[src/rtl/traffic_phase_sequencer.sv]
// Autonomous main/side junction sequencer with pedestrian walk phase and flash mode.
// Lamp outputs are registered from next-state values so they change on the same edge as the state.
module traffic_phase_sequencer #(
    parameter int CNT_W          = 8,
    parameter int MAIN_GREEN_MIN = 8,
    parameter int MAIN_YELLOW    = 3,
    parameter int ALL_RED        = 2,
    parameter int SIDE_GREEN     = 6,
    parameter int SIDE_YELLOW    = 3,
    parameter int WALK_TIME      = 5,
    parameter int WALK_BLINK     = 2
) (
    input  logic       clk,
    input  logic       reset_n,
    input  logic       tick,
    input  logic       side_car,
    input  logic       ped_req,
    input  logic       flash_en,
    output logic       Rm,
    output logic       Ym,
    output logic       Gm,
    output logic       Rs,
    output logic       Ys,
    output logic       Gs,
    output logic       W,
    output logic [2:0] phase
);

    typedef enum logic [2:0] {
        MG    = 3'd0,
        MY    = 3'd1,
        AR1   = 3'd2,
        SG    = 3'd3,
        SY    = 3'd4,
        AR2   = 3'd5,
        WALK  = 3'd6,
        FLASH = 3'd7
    } state_t;

    localparam logic [CNT_W-1:0] T_MG = CNT_W'(MAIN_GREEN_MIN - 1);
    localparam logic [CNT_W-1:0] T_MY = CNT_W'(MAIN_YELLOW - 1);
    localparam logic [CNT_W-1:0] T_AR = CNT_W'(ALL_RED - 1);
    localparam logic [CNT_W-1:0] T_SG = CNT_W'(SIDE_GREEN - 1);
    localparam logic [CNT_W-1:0] T_SY = CNT_W'(SIDE_YELLOW - 1);
    localparam logic [CNT_W-1:0] T_WK = CNT_W'(WALK_TIME - 1);
    localparam logic [CNT_W-1:0] T_WB = CNT_W'(WALK_BLINK);

    state_t           state, state_n;
    logic [CNT_W-1:0] timer, timer_n, timer_dec;
    logic             blink, blink_n;
    logic             ped_pending, ped_pending_n;
    logic [6:0]       lamps_n;

    function automatic logic [CNT_W-1:0] dur(input state_t s);
        case (s)
            MG:       dur = T_MG;
            MY:       dur = T_MY;
            AR1, AR2: dur = T_AR;
            SG:       dur = T_SG;
            SY:       dur = T_SY;
            WALK:     dur = T_WK;
            default:  dur = '0;
        endcase
    endfunction

    assign timer_dec = timer - 1'b1;

    always_comb begin
        state_n = state;
        timer_n = timer;
        blink_n = blink;
        if (flash_en && state != FLASH) begin
            state_n = FLASH;
            blink_n = 1'b1;
        end else if (!flash_en && state == FLASH) begin
            state_n = AR2;
            timer_n = T_AR;
        end else if (state == FLASH) begin
            if (tick)
                blink_n = ~blink;
        end else if (tick) begin
            if (timer != '0) begin
                timer_n = timer_dec;
                // W blinks over the last WALK_BLINK ticks, first blink tick dark
                if (state == WALK && timer_dec < T_WB)
                    blink_n = (timer_dec == T_WB - 1'b1) ? 1'b0 : ~blink;
            end else begin
                case (state)
                    MG:      if (side_car || ped_pending) state_n = MY;
                    MY:      state_n = AR1;
                    AR1:     state_n = ped_pending ? WALK : SG;
                    WALK:    state_n = side_car ? SG : MG;
                    SG:      state_n = SY;
                    SY:      state_n = AR2;
                    AR2:     state_n = MG;
                    default: state_n = MG;
                endcase
                if (state_n != state)
                    timer_n = dur(state_n);
            end
        end
    end

    // Clearing on WALK entry overrides a simultaneous request.
    assign ped_pending_n = (ped_pending | ped_req) & ~(state_n == WALK && state != WALK);

    // lamps_n = {Rm, Ym, Gm, Rs, Ys, Gs, W}
    always_comb begin
        lamps_n = 7'b0;
        case (state_n)
            MG:       lamps_n = 7'b0011000;
            MY:       lamps_n = 7'b0101000;
            AR1, AR2: lamps_n = 7'b1001000;
            SG:       lamps_n = 7'b1000010;
            SY:       lamps_n = 7'b1000100;
            WALK:     lamps_n = {6'b100100, (timer_n >= T_WB) ? 1'b1 : blink_n};
            FLASH:    lamps_n = {1'b0, blink_n, 1'b0, blink_n, 3'b000};
            default:  lamps_n = 7'b0011000;
        endcase
    end

    always_ff @(posedge clk or negedge reset_n) begin
        if (!reset_n) begin
            state       <= MG;
            timer       <= T_MG;
            blink       <= 1'b0;
            ped_pending <= 1'b0;
            {Rm, Ym, Gm, Rs, Ys, Gs, W} <= 7'b0011000;
        end else begin
            state       <= state_n;
            timer       <= timer_n;
            blink       <= blink_n;
            ped_pending <= ped_pending_n;
            {Rm, Ym, Gm, Rs, Ys, Gs, W} <= lamps_n;
        end
    end

    assign phase = state;

endmodule

[config.mk]
export PLATFORM = sky130hd
export DESIGN_NAME = traffic_phase_sequencer
export DESIGN_NICKNAME = d
export VERILOG_FILES = /design/src/rtl/traffic_phase_sequencer.sv
export SDC_FILE = /design/constraint.sdc
export NUM_CORES = 1
export LEC_CHECK = 0
export BUFFER_PORTS_ARGS = -buffer_cell sky130_fd_sc_hd__buf_2
export CORE_MARGIN = 2
export CORE_UTILIZATION = 50
export DETAILED_ROUTE_END_ITERATION = 8
export PLACE_DENSITY = 0.71
export SLEW_MARGIN = 30
export SYNTH_ARGS = -nofsm -noshare
export SYNTH_HDL_FRONTEND = slang
export SYNTH_SLANG_ARGS = --single-unit
[constraint.sdc]
create_clock -name clk -period 6.95 [get_ports clk]
set_input_delay 1.0425 -clock clk [delete_from_list [all_inputs] [get_ports clk]]
set_output_delay 1.0425 -clock clk [all_outputs]
set_load 0.05 [all_outputs]
==> After elaboration in Yosys (flattened, before gate mapping) <==
Index checks and enable logic that the tools add are counted.
{ "totals": {"register_bits": 20, "latchBits": 0, "ram_bits": 0, "mem_bits_ro": 0, "in_bits": 6, "wordCells": 85, "n_memories": 0} }
{ "classes": {"n_addsub": 1, "mul": 0, "div_mod_pow": 0, "magnitude_cmp": 2, "eq_ne": 23, "shift": 0, "n_mux": 31, "bitwise": 4, "n_reduce_logical": 13} }
{ "ops": {"columns": ["op", "n"], "rows": [
  ["$pmux 7 s7", 1],
  ["$mux 8", 6],
  ["$mux 3", 12],
  ["$eq 3x3->1 const B", 10],
  ["$eq 3x2->1 const B", 6],
  ["$pmux 3 s6", 1],
  ["$pmux 3 s5", 1],
  ["$eq 3x1->1 const B", 3],
  ["$logic_not 3->1", 3],
  ["$mux 1", 9],
  ["$eq 8x1->1 const B", 1],
  ["$ge 8x2->1 const B", 1],
  ["$lt 8x2->1 const B", 1],
  ["$reduce_bool 8->1", 1],
  ["$sub 8x1->8 const B", 1],
  ["$ne 3x3->1 const B", 2],
  ["$reduce_or 2->1", 3],
  ["$logic_and 1x1->1", 4],
  ["$ne 3x3->1", 1],
  ["$mux 2", 1],
  ["$not 1->1", 2],
  ["$and 1x1->1", 1],
  ["$logic_not 1->1", 1],
  ["$logic_or 1x1->1", 1],
  ["$or 1x1->1", 1]
]} }

==> Longest topological paths before layout <==
{ "logic_depth": {"ltp_word": 20, "depth_mapped": 9} }

==> Worst setup path after synthesis <==
No wires, ideal clock.
{ "synth_timing": {"path_kind": "input -> register", "start": "input side_car", "end": "register W", "setup_time_ps": 82, "arrival_time_ps": 2525, "slack_ps": 4343, "cell_stages": 6, "path_buffers": 0, "path_cell_list": "or3_1 -> or4b_4 -> and2_4 -> a221oi_4 -> nor4_1 -> a31oi_1"} }
{ "synth_lines": {"columns": ["item", "line", "rtl"], "rows": [
  ["start, declared", "16", "input logic side_car,"],
  ["$logic_or 1x1->1", "89", "MG: if (side_car || ped_pending) state_n = MY;"],
  ["$mux 3", "89", null],
  ["$pmux 3 s6 *", "88", "case (state)"],
  ["$mux 3 *", "82", "if (timer != '0) begin"],
  ["$mux 3 *", "81", "end else if (tick) begin"],
  ["$mux 3 *", "78", "end else if (state == FLASH) begin"],
  ["$mux 3 *", "75", "end else if (!flash_en && state == FLASH) begin"],
  ["$mux 3 *", "72", "if (flash_en && state != FLASH) begin"],
  ["(+4 left out)", null, null],
  ["$mux 8 *", "78", null],
  ["$mux 8 *", "75", null],
  ["$mux 8 *", "72", null],
  ["net timer_n[3]", "49", "logic [CNT_W-1:0] timer, timer_n, timer_dec;"],
  ["$ge 8x2->1 *", "116", "WALK: lamps_n = {6'b100100, (timer_n >= T_WB) ? 1'b1 : blink_n};"],
  ["$mux 1 *", "116", null],
  ["$pmux 7 s7 *", "110", "case (state_n)"],
  ["net lamps_n[0]", "52", "logic [6:0] lamps_n;"],
  ["end signal, assigned", "134", "{Rm, Ym, Gm, Rs, Ys, Gs, W} <= lamps_n;"],
  ["end, declared", "25", "output logic W,"]
]} }
Mark *: on every way through the listed nets, which the timed path passes. The rest lies on a longest branch. The select of a mux whose other input is x is not followed.

==> Worst setup path in the final report <==
{ "layout_timing": {"start": "register timer[0]", "end": "register W"} }
{ "layout_lines": {"columns": ["item", "line", "rtl"], "rows": [
  ["start, declared", "49", null],
  ["start signal, assigned", "131", "timer <= timer_n;"],
  ["$sub 8x1->8 or $reduce_bool 8->1 (tied branches)", "66, 82", null],
  ["$mux 8 *", "82", null],
  ["$mux 8 *", "81", null],
  ["$mux 8 *", "78", null],
  ["$mux 8 *", "75", null],
  ["$mux 8 *", "72", null],
  ["net timer_n[3]", "49", null],
  ["$ge 8x2->1 *", "116", null],
  ["$mux 1 *", "116", null],
  ["$pmux 7 s7 *", "110", null],
  ["net lamps_n[0]", "52", null]
]} }
Mark *: on every way through the listed nets, which the timed path passes. The rest lies on a longest branch.

==> results_dict.tcl <==
set metrics [dict create \
    wl_met2_um 1620 \
    root_buffer "clkbuf_4" \
    cts_resized 0 \
    first_iter_violations 59 \
    postCtsSetupRepairBufs 0 \
    critPathSlowestCell "or4b_4" \
    synthesis.nets 170 \
    power_uw 605 \
    cp_max_fo 7 \
    status "complete, no violations" \
    grt_pass1_vias 1232 \
    clock_sink_count 20 \
    routed_wl_um 3400 \
    grt_setup_unrepaired "no" \
    synth_common_cells "nand2_1, dfrtp_1, o21ai_0" \
    slew_headroom 0.599 \
    ios 16 \
    post_dp_cell_area_um2 1460 \
    num_rows 18 \
    clkTransAtPathRegs_ns 0.12 \
    routed.top_layer "met4" \
    power_density_nw_per_um2 401 \
    yosysTopAreaCellShare 0.274 \
    die_area_um2 3170 \
    crit_type "flip-flop to flip-flop" \
    vdd_drop_max_mv 0.224 \
    n_antenna_cell 0 \
    p_leak_nw 0.646 \
    end_kind "flip-flop" \
    fin_hold_ws_ns 0.606 \
    wl_per_cell_um 16.6 \
    fillers 229 \
    synthArstFlopShare 1.00 \
    crit_required_ns 7.18 \
    setup_viol 0 \
    antenna_found_initial 0 \
    clk_latency_ns 0.30 \
    postCtsHoldBufs 0 \
    ant_nets 0 \
    synth_top_cell_by_area "dfrtp_1" \
    ys.flop_type "dfrtp_1" \
    hold_path_class "flip-flop to flip-flop" \
    worstMarginPinSlew_ns 0.601 \
    met1_length_um 1520 \
    fin_crit_ns 2.70 \
    design.core.area_um2 2540 \
    die_h_um 56.3 \
    cts_tree "yes" \
    grt_max_degree 21 \
    place_ws_ns 4.01 \
    synthesis.area_um2 1370 \
    layout-drive-gt1-share 0.189 \
    gp_congestion 0.938 \
    avgSynthCellArea_um2 8.45 \
    fin_util 0.593 \
    instances_no_fill 205 \
    numPlacedInstances 201 \
    fmax_mhz 371 \
    synth_area_leaders "dfrtp_1, dfstp_2, nand2_1" \
    grt_usage 0.238 \
    finalWorstSetupSlack_ns 4.25 \
    yosysMostFrequentCell "nand2_1" \
    ys_ff_latch 20 \
    place.port_buffers 15 \
    cp.arrival_ns 2.93 \
    area_growth_pct 10.3 \
    ys_types 53 \
    drv_cap 0 \
    finalHoldViolCount 0 \
    syn_inst 162 \
    fin_setup_tns_ns 0 \
    htree_levels 1 \
    place_hpwl_um 2560 \
    crit_path_start_kind "flip-flop" \
    synth_warnings 0 \
    vias 1313 \
    grt_pass1_wl_um 5960 \
    wl_met3_um 230 \
    numCtsBuffers 3 \
    max_stage_delay_ns 0.54 \
    worstPathCellList "inv_1, ha_1, or3b_2, or4b_4, and2_4, a221oi_4, nor4_1, a31oi_1" \
    dr.pass1.iters 4 \
    fin_skew_ns 0.00335 \
    synth_enable_flop_cells 0 \
    drcViolationCount 0 \
    viasPerCell 6.40 \
    grt_overflow 0 \
    synth_seq_area_share 0.370 \
    cts.path.max_buffers 2 \
    report.final.slew_viol_count 0 \
    fin_nets 184 \
    final_area_um2 1510 \
    die_w_um 56.3 \
    finalCritPeriodShare 0.388 \
    start_util 0.538 \
]
-- cells by family after synthesis --
| group | count (synthesis) | synth area share |
|---|---|---|
| and+or+nand+nor | 67 | 0.267 |
| AOI/OAI and AO/OA | 50 | 0.260 |
| DFF | 20 | 0.370 |
| buffers and inverters | 18 | 0.0503 |
| xor gates and xnor gates | 3 | 0.0192 |
| muxes | 2 | 0.0155 |
| adders and majority gates | 2 | 0.0183 |
-- cell usage in the layout (no fill, tap or decap), types with 5 or more instances in the layout --
cell / Yosys / layout
nand2_1: 18 / 18
dfrtp_1: 15 / 15
buf_2: 1 / 15
o21ai_0: 12 / 12
inv_1: 11 / 11
nor2_1: 10 / 10
a21oi_1: 8 / 8
nor4_1: 6 / 6
dfstp_2: 5 / 5
nor2b_1: 5 / 5
-- area by class of cell --
cell class | count | area, um2 | share of cell area
clock inverter | 1 | 30.0 | 0.0199
clock buffer | 3 | 22.5 | 0.0149
sequential | 20 | 507 | 0.336
timing repair buffer | 15 | 75.1 | 0.0497
inverter | 12 | 45.0 | 0.0298
multi-input combinational | 124 | 793 | 0.525
tap | 30 | 37.5 | 0.0249
-- report_power, final --
part / internal [mW] / total, mW / switching [mW]
sequential: 0.150 / 0.192 / 0.0422
clock: 0.0583 / 0.0962 / 0.0379
combinational: 0.109 / 0.316 / 0.207
-- sequential cells by signal, indices dropped and copies added (netlist names) --
register,flops
Gs,1
Ys,1
Rm,1
ped_pending,1
timer,8
phase,3
W,1
Rs,1
Ym,1
Gm,1
blink,1
-- metal layers --
layer / vias up / global-route usage
met2: 51 / 0.385
met5: - / 0
li1: 626 / -
met1: 631 / 0.331
met4: 0 / 0.0680
met3: 5 / 0.0346
-- worst max-delay path, delay by kind of cell, from the launching register on --
kind	cells	cell delay, ns
buffers and inverters	1	0.11
and+or+nand+nor	4	1.34
adders and majority gates	1	0.31
AOI/OAI and AO/OA	2	0.44
DFF	1	0.43
-- path summary, 6_finish.rpt --
| path | endpoint | startpoint | slack, ns | depth (start not counted) |
|---|---|---|---|---|
| min in group asynchronous | timer[4]$_DFF_PN0_ | reset_n | 0.66 | 1 |
| hold / removal | timer[1]$_DFF_PN1_ | timer[1]$_DFF_PN1_ | 0.61 | 2 |
| hold reg to reg | timer[1]$_DFF_PN1_ | timer[1]$_DFF_PN1_ | 0.61 | 2 |
| setup reg to reg | W$_DFF_PN0_ | timer[0]$_DFF_PN1_ | 4.25 | 8 |
| max in group asynchronous | timer[2]$_DFF_PN1_ | reset_n | 5.94 | 1 |
| setup / recovery | W$_DFF_PN0_ | timer[0]$_DFF_PN1_ | 4.25 | 8 |
No activity file was read; power rests on OpenSTA's default activity.
